**src/rtl/lsu_ctrl.sv**
```systemverilog
`default_nettype none
// ============================================================================
// Module   : lsu_ctrl
// Brief    : Load/store unit; initiates dm_* transactions, splits misaligned
//            accesses into byte transactions and reassembles load data.
// Revision : 1.0
// ============================================================================
module lsu_ctrl #(
    parameter int MEM_BYTES   = 16384,
    parameter bit MISALIGN_EN = 1'b1
) (
    input  logic        clk,
    input  logic        rst_n,
    input  logic        req_valid,
    output logic        req_ready,
    input  logic        req_we,
    input  logic [1:0]  req_size,
    input  logic        req_unsigned,
    input  logic [31:0] req_addr,
    input  logic [31:0] req_wdata,
    output logic        resp_valid,
    output logic [31:0] resp_rdata,
    output logic        resp_err,
    output logic [2:0]  dm_rd_ctrl,
    output logic [1:0]  dm_wr_ctrl,
    output logic [31:0] dm_addr,
    output logic [31:0] dm_din,
    input  logic [31:0] dm_dout
);

    typedef enum logic [1:0] {
        S_IDLE   = 2'd0,
        S_ACCESS = 2'd1,
        S_SPLIT  = 2'd2,
        S_RESP   = 2'd3
    } state_t;

    state_t      r_state;
    logic        r_we;
    logic        r_uns;
    logic [1:0]  r_size;
    logic [1:0]  r_k;
    logic [31:0] r_addr;
    logic [31:0] r_wdata;
    logic [31:0] r_asm;

    logic [32:0] w_nbytes;
    logic [32:0] w_last_byte;
    logic        w_misaligned;
    logic        w_err;
    logic [2:0]  w_rd_ctrl;
    logic [31:0] w_din;

    logic [1:0]  w_k_next;
    logic        w_k_last;
    logic [31:0] w_asm_next;
    logic [31:0] w_split_rdata;

    always_comb begin
        w_nbytes     = 33'd1;
        w_rd_ctrl    = req_unsigned ? 3'b010 : 3'b001;
        w_din        = {4{req_wdata[7:0]}};
        w_misaligned = 1'b0;
        case (req_size)
            2'b01: begin
                w_nbytes     = 33'd2;
                w_rd_ctrl    = req_unsigned ? 3'b100 : 3'b011;
                w_din        = {2{req_wdata[15:0]}};
                w_misaligned = req_addr[0];
            end
            2'b10: begin
                w_nbytes     = 33'd4;
                w_rd_ctrl    = 3'b101;
                w_din        = req_wdata;
                w_misaligned = |req_addr[1:0];
            end
            default: ;
        endcase
    end

    // 33-bit sum so that a wrap past 2^32 lands above MEM_BYTES
    assign w_last_byte = {1'b0, req_addr} + w_nbytes - 33'd1;
    assign w_err = (req_size == 2'b11) || (w_last_byte >= 33'(MEM_BYTES)) ||
                   (w_misaligned && !MISALIGN_EN);

    assign w_k_next = r_k + 2'd1;
    assign w_k_last = (r_k == ((r_size == 2'b10) ? 2'd3 : 2'd1));

    always_comb begin
        w_asm_next                      = r_asm;
        w_asm_next[{r_k, 3'b000} +: 8]  = dm_dout[7:0];
    end

    always_comb begin
        w_split_rdata = w_asm_next;
        if (r_size == 2'b01) begin
            w_split_rdata = r_uns ? {16'h0, w_asm_next[15:0]}
                                  : {{16{w_asm_next[15]}}, w_asm_next[15:0]};
        end
    end

    always_ff @(posedge clk or negedge rst_n) begin
        if (!rst_n) begin
            r_state    <= S_IDLE;
            r_we       <= 1'b0;
            r_uns      <= 1'b0;
            r_size     <= 2'b00;
            r_k        <= 2'd0;
            r_addr     <= 32'h0;
            r_wdata    <= 32'h0;
            r_asm      <= 32'h0;
            req_ready  <= 1'b1;
            resp_valid <= 1'b0;
            resp_err   <= 1'b0;
            resp_rdata <= 32'h0;
            dm_rd_ctrl <= 3'b000;
            dm_wr_ctrl <= 2'b00;
            dm_addr    <= 32'h0;
            dm_din     <= 32'h0;
        end else begin
            case (r_state)
                S_IDLE: begin
                    if (req_valid && req_ready) begin
                        r_we      <= req_we;
                        r_uns     <= req_unsigned;
                        r_size    <= req_size;
                        r_addr    <= req_addr;
                        r_wdata   <= req_wdata;
                        r_k       <= 2'd0;
                        r_asm     <= 32'h0;
                        req_ready <= 1'b0;
                        if (w_err) begin
                            r_state    <= S_RESP;
                            resp_valid <= 1'b1;
                            resp_err   <= 1'b1;
                            resp_rdata <= 32'h0;
                        end else begin
                            r_state <= w_misaligned ? S_SPLIT : S_ACCESS;
                            dm_addr <= req_addr;
                            if (req_we) begin
                                dm_wr_ctrl <= w_misaligned ? 2'b01 : (req_size + 2'd1);
                                dm_din     <= w_misaligned ? {4{req_wdata[7:0]}} : w_din;
                            end else begin
                                dm_rd_ctrl <= w_misaligned ? 3'b010 : w_rd_ctrl;
                            end
                        end
                    end
                end
                S_ACCESS: begin
                    r_state    <= S_RESP;
                    resp_valid <= 1'b1;
                    resp_err   <= 1'b0;
                    resp_rdata <= r_we ? 32'h0 : dm_dout;
                    dm_rd_ctrl <= 3'b000;
                    dm_wr_ctrl <= 2'b00;
                    dm_addr    <= 32'h0;
                    dm_din     <= 32'h0;
                end
                S_SPLIT: begin
                    if (!r_we) begin
                        r_asm <= w_asm_next;
                    end
                    if (w_k_last) begin
                        r_state    <= S_RESP;
                        resp_valid <= 1'b1;
                        resp_err   <= 1'b0;
                        resp_rdata <= r_we ? 32'h0 : w_split_rdata;
                        dm_rd_ctrl <= 3'b000;
                        dm_wr_ctrl <= 2'b00;
                        dm_addr    <= 32'h0;
                        dm_din     <= 32'h0;
                    end else begin
                        r_k     <= w_k_next;
                        dm_addr <= r_addr + 32'(w_k_next);
                        if (r_we) begin
                            dm_din <= {4{r_wdata[{w_k_next, 3'b000} +: 8]}};
                        end
                    end
                end
                default: begin
                    r_state    <= S_IDLE;
                    req_ready  <= 1'b1;
                    resp_valid <= 1'b0;
                    resp_err   <= 1'b0;
                    resp_rdata <= 32'h0;
                end
            endcase
        end
    end

endmodule
`default_nettype wire
```
**config.mk**
```make
export PLATFORM = sky130hd
export DESIGN_NAME = lsu_ctrl
export DESIGN_NICKNAME = d
export VERILOG_FILES = /design/src/rtl/lsu_ctrl.sv
export SDC_FILE = /design/constraint.sdc
export NUM_CORES = 1
export LEC_CHECK = 0
export ABC_AREA = 1
export BUFFER_PORTS_ARGS = -buffer_cell sky130_fd_sc_hd__buf_4
export CAP_MARGIN = 20
export CORE_MARGIN = 4
export CORE_UTILIZATION = 58
export CTS_CLUSTER_SIZE = 14
export DETAILED_ROUTE_END_ITERATION = 8
export GPL_TIMING_DRIVEN = 0
export PLACE_DENSITY = 0.81
export SYNTH_ARGS = -nofsm -noshare
export SYNTH_HDL_FRONTEND = slang
export SYNTH_SLANG_ARGS = --single-unit
```
**constraint.sdc**
```tcl
create_clock -name clk -period 4.1 [get_ports clk]
set_input_delay 0.205 -clock clk [delete_from_list [all_inputs] [get_ports clk]]
set_output_delay 0.205 -clock clk [all_outputs]
set_load 0.02 [all_outputs]
```
==> reports/qor.txt, run 1 <==
============================================================================================
Result of the run ............................................................. finished, violations left
Violations in the final reports ............................................... negative hold slack
Synth top area share ..........................................................        37.4%
Clock power frac ..............................................................        17.4%
Total wire length .............................................................      48.0 mm
Critical path, cell by cell ................................................... buf_4 > clkinv_2 > buf_6 > ha_4 > inv_4 > buf_4 > fa_1 > inv_1 > nand2_1 > nor2_1 > nand2_1 > inv_1 > nand2_1 > nor2_4 > inv_1 > nor3_4 > nand4_1 > nor2_1 > nand2_1 > nand3_1 > o21a_1 > o21ai_2
Min Tclk post-route ...........................................................      3.85 ns
Async S/R FF share, synth .....................................................         100%
Maximum clock path buffer count ...............................................            3
Maximum capacitance violations ................................................            0
Cells taking the most area after synthesis .................................... sky130_fd_sc_hd__dfrtp_1 (37%), sky130_fd_sc_hd__nand2_1 (18%), sky130_fd_sc_hd__inv_1 (6.6%)
Basic-gate share of the synthesized area counting and, or, nand and nor cells .        30.4%
Yosys warning count ...........................................................            0
Static leakage ................................................................   0.00889 uW
DRC errors left ...............................................................            0
Relative contribution of sequential cells to total power ......................        27.4%
Number of H-tree levels .......................................................            1
CTS clock-pin slew for the worst setup and hold paths .........................      0.06 ns
Total congestion overflow .....................................................            0
Number of violations reported at the end of detailed-routing iteration 0 ......        1,502
Iteration count of the initial detailed-routing pass ..........................            7
Largest net degree at the start of global routing .............................          106
Actual slew at the worst max-slew pin .........................................     0.935 ns
Die Area ...................................................................... 26,400 sq um
Layout cell share with drive strength beyond 1 ................................        15.0%
Cell internal power dissipation ...............................................      6570 uW
Worst supply voltage drop on vdd ..............................................     0.430 mV
TritonCTS clock tree ..........................................................          yes
Post-place setup slack ........................................................    -0.958 ns
Compound-cell area share of the yosys netlist .................................        15.3%
Number of vias in the routed layout ...........................................       14,900
Worst-case hold slack .........................................................  -0.00196 ns
Width of the die ..............................................................       162 um
P_sw ..........................................................................      5980 uW
Core occupancy in the finished layout .........................................        71.9%
Number of clock sinks .........................................................          208
Num ports .....................................................................          207
First-pass GRT wire length ....................................................      74.6 mm
P&R area growth vs syn ........................................................        22.0%
Number of global-route vias before repair .....................................       14,700
Setup Viol. Count Final .......................................................            0
Dominant register cell in the synthesized netlist ............................. sky130_fd_sc_hd__dfrtp_1
Top achievable clock speed ....................................................      260 MHz
Worst endpoint required time ..................................................      4.49 ns
Post-synth cell types .........................................................           46
Post-Syn Area per Cell ........................................................   6.98 sq um
Diodes inserted ...............................................................            0
Antenna Violating Nets Remaining ..............................................            0
Slowest cell on the critical path ............................................. sky130_fd_sc_hd__fa_1
Setup repair after global routing missed its margin ...........................           no
Max-Slew Margin vs Limit ......................................................        37.2%
Fin. max-slew vios ............................................................            0
DPL Wire Length ...............................................................      36.2 mm
IO buf count ..................................................................          206
Count of nets after finishing .................................................        2,392
Initial Utilization ...........................................................        59.0%
Critical path capture point type ..............................................    flip-flop
Power density cells ...........................................................  743 nW/um^2
Placement Rows ................................................................           56
Startpoint types ..............................................................    flip-flop
Number of antenna violations at the first check in global routing .............            0
Cell taking the most area after synthesis ..................................... sky130_fd_sc_hd__dfrtp_1
Main combinational cell family by area after synthesis ........................ simple AND/OR/NAND/NOR gates
Die Height ....................................................................       162 um
Critical Path Most Common Cell ................................................ sky130_fd_sc_hd__nand2_1
CTS Buf Count .................................................................           22
Setup Skew ....................................................................    0.0180 ns
Clock insertion delay at the later pin of the skew report .....................      0.52 ns
Post-detailed-route wirelength per cell .......................................      18.7 um
Synthesized netlist net count .................................................        2,138
Overall routing resource usage ................................................        35.3%
Number of enable flip-flop cells after synthesis ..............................            0
Summed instance area of the synthesized netlist ............................... 13,800 sq um
Comb power frac ...............................................................        55.2%
Final count of hold timing violations .........................................            1
Portion of the post-synthesis area used by sequential elements ................        37.6%
Switch share ..................................................................        47.7%
Arrival time at the worst endpoint ............................................      4.24 ns
Critical Path Fanout Max ......................................................           13
Delay of the slowest critical-path stage ......................................      0.39 ns
Period Utilization, post-route ................................................        93.8%
Via-to-Cell Ratio .............................................................         5.79
Mux share of post-synthesis cell area .........................................       0.895%
Total core area ............................................................... 23,500 sq um
Final total power .............................................................    12,500 uW
Number of synthesized register bits ...........................................          208
Final WS setup ................................................................     0.254 ns
Worst setup path category .....................................................   reg -> reg
Sum of negative setup slack ...................................................         0 ns
Xor and xnor area share after synthesis .......................................       0.886%
Hold WC Path Type .............................................................    in -> reg
Synth Instances ...............................................................        1,984
Synthesized-area fraction occupied by adder cells .............................        4.72%
RD Place Congestion ...........................................................         1.00
Cell at the root of the clock tree ............................................ sky130_fd_sc_hd__clkbuf_16
============================================================================================
[synthesized netlist by cell type (2+ instances only)]
master / number
sky130_fd_sc_hd__nand2_1: 667
sky130_fd_sc_hd__a32oi_1: 5
sky130_fd_sc_hd__nor2_2: 10
sky130_fd_sc_hd__nand4_1: 56
sky130_fd_sc_hd__o221ai_1: 8
sky130_fd_sc_hd__nand2_2: 7
sky130_fd_sc_hd__a21oi_1: 92
sky130_fd_sc_hd__clkinv_1: 6
sky130_fd_sc_hd__nand2_4: 3
sky130_fd_sc_hd__o21ai_0: 164
sky130_fd_sc_hd__clkbuf_1: 50
sky130_fd_sc_hd__nor4_1: 6
sky130_fd_sc_hd__o21a_1: 13
sky130_fd_sc_hd__nand3_2: 2
sky130_fd_sc_hd__nor2_1: 104
sky130_fd_sc_hd__o21ai_2: 23
sky130_fd_sc_hd__nand3b_1: 4
sky130_fd_sc_hd__fa_1: 2
sky130_fd_sc_hd__o211ai_1: 11
sky130_fd_sc_hd__dfrtp_1: 207
sky130_fd_sc_hd__buf_8: 3
sky130_fd_sc_hd__a22oi_1: 26
sky130_fd_sc_hd__buf_2: 15
sky130_fd_sc_hd__xor2_1: 7
sky130_fd_sc_hd__mux2_2: 11
sky130_fd_sc_hd__buf_6: 11
sky130_fd_sc_hd__o22ai_1: 12
sky130_fd_sc_hd__o21ai_1: 4
sky130_fd_sc_hd__nand3_1: 113
sky130_fd_sc_hd__and2_1: 5
sky130_fd_sc_hd__o21bai_1: 4
sky130_fd_sc_hd__inv_1: 245
sky130_fd_sc_hd__buf_1: 2
sky130_fd_sc_hd__ha_1: 49
sky130_fd_sc_hd__nor3_1: 20
sky130_fd_sc_hd__xnor2_1: 7
[final cells by class]
| cell class | count | area, sq um |
|---|---|---|
| Multi-Input combinational cell | 1443 | 7260 |
| Clock buffer | 31 | 636 |
| Buffer | 82 | 473 |
| Timing Repair Buffer | 230 | 1820 |
| Fill cell | 1910 | 6590 |
| Sequential cell | 208 | 5210 |
| Inverter | 251 | 946 |
| Clock inverter | 8 | 140 |
| Tap cell | 319 | 399 |
[registers in the layout (all words and copies together) (netlist names), 3 cells and up]
signal / cells
r_addr: 32
dm_addr: 32
dm_din: 32
dm_rd_ctrl: 3
resp_rdata: 32
r_asm: 32
r_wdata: 32
[routing by layer]
layer  track usage (%)  wire [um]
met1              40.7      17400
met2              63.8      24200
met3              5.04       3790
met4              17.9       2630
met5                 0          0
[power groups by stage]
| stage | registers [uW] | logic, uW | clock network [uW] |
|---|---|---|---|
| floorplan | 3810 | 3950 | 0 |
| global placement | 3400 | 6470 | 0 |
| detailed placement | 3420 | 6670 | 0 |
| CTS | 3400 | 6760 | 2170 |
| global route | 3510 | 7510 | 2260 |
| finish | 3440 | 6930 | 2180 |
[logic make-up (layout without fill, tap and decap cells)]
group / after synthesis / count (layout)
buffers and inverters: 333 / 602
adders and majority gates: 51 / 51
and+or+nand+nor: 1002 / 1002
AOI/OAI and AO/OA: 365 / 365
xor gates and xnor gates: 14 / 14
DFF: 208 / 208
muxes: 11 / 11
[cell usage in the layout (no fill, tap or decap), drive strengths merged, types with 26 or more instances in the layout]
cell,count
clkbuf,80
inv,246
nand2,677
a22oi,26
ha,49
nand3,116
nor2,114
o21ai,191
dfrtp,207
buf,242
nand4,56
a21oi,92
[metrics by stage]
stage          std cells  cell area, sq um
4_1_cts             2571             16800
3_5_place_dp        2511             15800
3_3_place_gp        2509             15800
6_report            2572             16900
5_1_grt             2572             16900
2_1_floorplan       1984             13800
[path summary, 6_finish.rpt]
path                                     from              to  slack [ns]  cells after the start
worst min register to register  resp_rdata[8]   resp_rdata[8]        0.47                      2
min in group asynchronous               rst_n      dm_din[12]        0.30                      2
max in group asynchronous               rst_n  resp_rdata[29]        2.78                      3
worst max register to register         r_k[0]     dm_addr[20]        0.25                     22
worst min-delay path            req_wdata[26]     r_wdata[26]      -0.002                      3
worst max-delay path                   r_k[0]     dm_addr[20]        0.25                     22
[worst max-delay path, delay by kind of cell (launching register included)]
family,cells,cell delay (ns)
DFF,1,0.37
buffers and inverters,8,1.12
and+or+nand+nor,10,1.27
adders and majority gates,2,0.70
AOI/OAI and AO/OA,2,0.26
[timing repair]
item | 4_1_cts | 5_1_grt
setup endpoints to repair | 12 | 8
gates resized for setup | 10 | 6
buffers inserted | 0 | 1
hold buffers | 21 | 0
pin swaps | 0 | 3
endpoints found under the hold margin | 122 | 0
(Power assumes the default switching activity.)
==> run 2, diff against run 1 <==
--- a/config.mk
+++ b/config.mk
@@ -9,11 +9,11 @@
 export BUFFER_PORTS_ARGS = -buffer_cell sky130_fd_sc_hd__buf_4
 export CAP_MARGIN = 20
 export CORE_MARGIN = 4
-export CORE_UTILIZATION = 58
+export CORE_UTILIZATION = 53
 export CTS_CLUSTER_SIZE = 14
 export DETAILED_ROUTE_END_ITERATION = 8
 export GPL_TIMING_DRIVEN = 0
-export PLACE_DENSITY = 0.81
+export PLACE_DENSITY = 0.78
 export SYNTH_ARGS = -nofsm -noshare
 export SYNTH_HDL_FRONTEND = slang
 export SYNTH_SLANG_ARGS = --single-unit
==> constraint.sdc (replaced) <==
create_clock -name clk -period 3.5 [get_ports clk]
set_input_delay 0.175 -clock clk [delete_from_list [all_inputs] [get_ports clk]]
set_output_delay 0.175 -clock clk [all_outputs]
set_load 0.02 [all_outputs]
==> reports/qor.txt, run 2 (same netlist as run 1, synthesis figures left out) <==
=======================================================================================
Result of the run ........................................................ finished, final reports clean
Initial Utilization ......................................................        54.3%   -4.6 points
Post-detailed-route wirelength per cell ..................................      18.0 um   -3.7%
Power density cells ......................................................  843 nW/um^2   +13%
Number of H-tree levels ..................................................            1   unchanged
Worst endpoint required time .............................................      3.93 ns   -0.56 ns
Placed cell areas ........................................................ 15,800 sq um   +0.13%
DRC errors left ..........................................................            0   unchanged
P_sw .....................................................................      6890 uW   +15%
Setup repair after global routing missed its margin ......................           no
Worst supply voltage drop on vdd .........................................     0.647 mV   +50%
Number of violations reported at the end of detailed-routing iteration 0 .        1,425   -5.1%
P&R area growth vs syn ...................................................        24.0%
Cell internal power dissipation ..........................................      7570 uW   +15%
RD Place Congestion ......................................................        0.960   -4.1%
Delay of the slowest critical-path stage .................................      0.38 ns   about the same
Number of antenna violations at the first check in global routing ........            1   +1
Clock power frac .........................................................        16.1%   -1.3 points
Final count of hold timing violations ....................................            0   -1
Slowest cell on the critical path ........................................ sky130_fd_sc_hd__fa_1
Fin. max-slew vios .......................................................            0   unchanged
Min-Delay Path Depth .....................................................            3   unchanged
Top achievable clock speed ...............................................      302 MHz   +16%
Post-Layout Inst Area .................................................... 17,200 sq um   +1.7%
Die Area ................................................................. 28,800 sq um   +9.0%
CTS Buf Count ............................................................           22   unchanged
Final total power ........................................................    14,500 uW   +15%
Hold WC Path Type ........................................................    in -> reg
Total wire length ........................................................      46.9 mm   -2.3%
Antenna Violating Nets Remaining .........................................            0   unchanged
Placement Rows ...........................................................           58   +3.6%
Via-to-Cell Ratio ........................................................         5.60   -3.3%
Iteration count of the initial detailed-routing pass .....................            8   +1
First-pass GRT wire length ...............................................      73.0 mm   -2.2%
Core occupancy in the finished layout ....................................        67.4%   -4.5 points
Max-Slew Margin vs Limit .................................................        32.8%   -4.4 points
Setup Viol. Count Final ..................................................            0   unchanged
Total core area .......................................................... 25,500 sq um   +8.5%
Most frequent standard cell in the layout excluding fill and tap cells ... sky130_fd_sc_hd__nand2_1
Maximum clock path buffer count ..........................................            3   unchanged
TritonCTS clock tree .....................................................          yes
Num ports ................................................................          207   unchanged
Min Tclk post-route ......................................................      3.31 ns   -0.536 ns
Static leakage ...........................................................   0.00899 uW   +1.1%
Number of clock sinks ....................................................          208   unchanged
Total congestion overflow ................................................            0   unchanged
Count of nets after finishing ............................................        2,417   +1.0%
Depth of the most critical reg-to-reg path ...............................           20   -9.1%
Largest net degree at the start of global routing ........................          109   +2.8%
CTS clock-pin slew for the worst setup and hold paths ....................      0.06 ns   about the same
Startpoint types .........................................................    flip-flop
Commonest cells after routing, fill and taps aside ....................... sky130_fd_sc_hd__nand2_1 (663), sky130_fd_sc_hd__inv_1 (242), sky130_fd_sc_hd__buf_4 (214)
Setup Skew ...............................................................    0.0164 ns   -0.00155 ns
Layout cell share with drive strength beyond 1 ...........................        15.9%   +0.88 points
Maximum capacitance violations ...........................................            0   unchanged
Period Utilization, post-route ...........................................        94.6%   +0.77 points
Width of the die .........................................................       170 um   +4.4%
Critical path capture point type .........................................    flip-flop
Cell at the root of the clock tree ....................................... sky130_fd_sc_hd__clkbuf_16
Overall routing resource usage ...........................................        31.5%   -3.8 points
Actual slew at the worst max-slew pin ....................................      1.00 ns   +0.0650 ns
Arrival time at the worst endpoint .......................................      3.74 ns   -0.50 ns
Switch share .............................................................        47.7%   about the same
DPL Wire Length ..........................................................      36.0 mm   -0.58%
Number of vias in the routed layout ......................................       14,600   -1.9%
Critical Path Most Common Cell ........................................... sky130_fd_sc_hd__nor2_1
Fill cell instance count of the final layout .............................        2,241   +17%
Die Height ...............................................................       170 um   +4.4%
Critical Path Fanout Max .................................................           19   +6
IO buf count .............................................................          206   unchanged
Relative contribution of sequential cells to total power .................        27.8%   +0.4 points
Clock insertion delay at the later pin of the skew report ................      0.51 ns   about the same
Sum of negative setup slack ..............................................         0 ns   unchanged
Critical path, cell by cell .............................................. buf_6 > clkinv_4 > clkbuf_16 > ha_4 > inv_8 > fa_1 > inv_1 > nand2_1 > nor2_1 > nand2_1 > inv_2 > nand2_2 > nor2_4 > buf_4 > nand4_1 > nor2_1 > o21ai_0 > a21oi_1 > nor2_1 > o21ai_2
Worst setup path category ................................................   reg -> reg
Number of global-route vias before repair ................................       14,100   -4.5%
Comb power frac ..........................................................        56.2%   +1.0 points
=======================================================================================
[run 2: changes by cell type in the layout (fill, tap and decap cells not counted), sizes merged]
cell | before | now
clkinvlp | 0 | 1
clkbuf | 80 | 82
buf | 242 | 246
diode | 0 | 1
bufinv | 4 | 1
clkinv | 9 | 11
dlygate4sd3 | 21 | 41
[run 2: layout make-up]
class	instances	area [sq um]	area share (%)
multi-input combinational	1443	7320	42.7
buffer	80	488	2.84
inverter	251	955	5.56
timing repair buffer	257	2060	12.0
tap	330	413	2.41
sequential	208	5210	30.3
clock inverter	8	67.6	0.394
antenna	1	2.50	0.0146
clock buffer	32	649	3.78
[run 2: final timing paths]
kind,startpoint,end,slack [ns]
setup / recovery,r_k[0],dm_addr[28],0.19
hold / removal,req_addr[14],r_addr[14],0.007
setup reg to reg,r_k[0],dm_addr[28],0.19
hold reg to reg,dm_din[7],dm_din[7],0.47
max in group asynchronous,rst_n,req_ready,2.20
min in group asynchronous,rst_n,dm_din[13],0.29
[run 2: routing by layer]
| layer | vias up | GRT usage, % | routed length (um) |
|---|---|---|---|
| li1 | 7022 | - | - |
| met1 | 6793 | 39.0 | 18100 |
| met2 | 673 | 56.4 | 23300 |
| met3 | 122 | 3.73 | 3640 |
| met4 | 0 | 11.9 | 1900 |
| met5 | - | 0 | 0 |
[run 2: what timing repair did]
item,4_1_cts,5_1_grt
endpoints found under the setup margin,39,105
hold buffers,41,0
pin swaps,5,6
endpoints found under the hold margin,143,0
setup buffers,6,2
gates resized for setup,17,22
[run 2: power by group through the flow]
stage,clock network [uW],registers (uW),logic (uW)
finish,2330,4010,8120
global route,2450,4110,8840
CTS,2340,3990,7990
detailed placement,0,4020,7810
global placement,0,3980,7640
floorplan,0,4460,4630
[run 2: worst max-delay path, delay by kind of cell (launching register included)]
kind                     cells  cell delay, ns
AND/OR/NAND/NOR              8            1.00
adder cells (fa/ha/maj)      2            0.68
buffers and inverters        7            0.79
flip-flops                   1            0.37
AO/OA/AOI/OAI                3            0.40
[run 2: stage by stage]
| stage | setup slack, ns | cells | hold slack (ns) |
|---|---|---|---|
| 6_report | 0.190 | 2610 | 0.00731 |
| 5_1_grt | 0.0328 | 2610 | 0.00442 |
| 2_1_floorplan | 0.0477 | 1984 | -0.121 |
| 4_1_cts | 0.00308 | 2609 | 0.000639 |
| 3_3_place_gp | -1.06 | 2520 | 0.437 |
| 3_5_place_dp | -1.16 | 2522 | 0.262 |
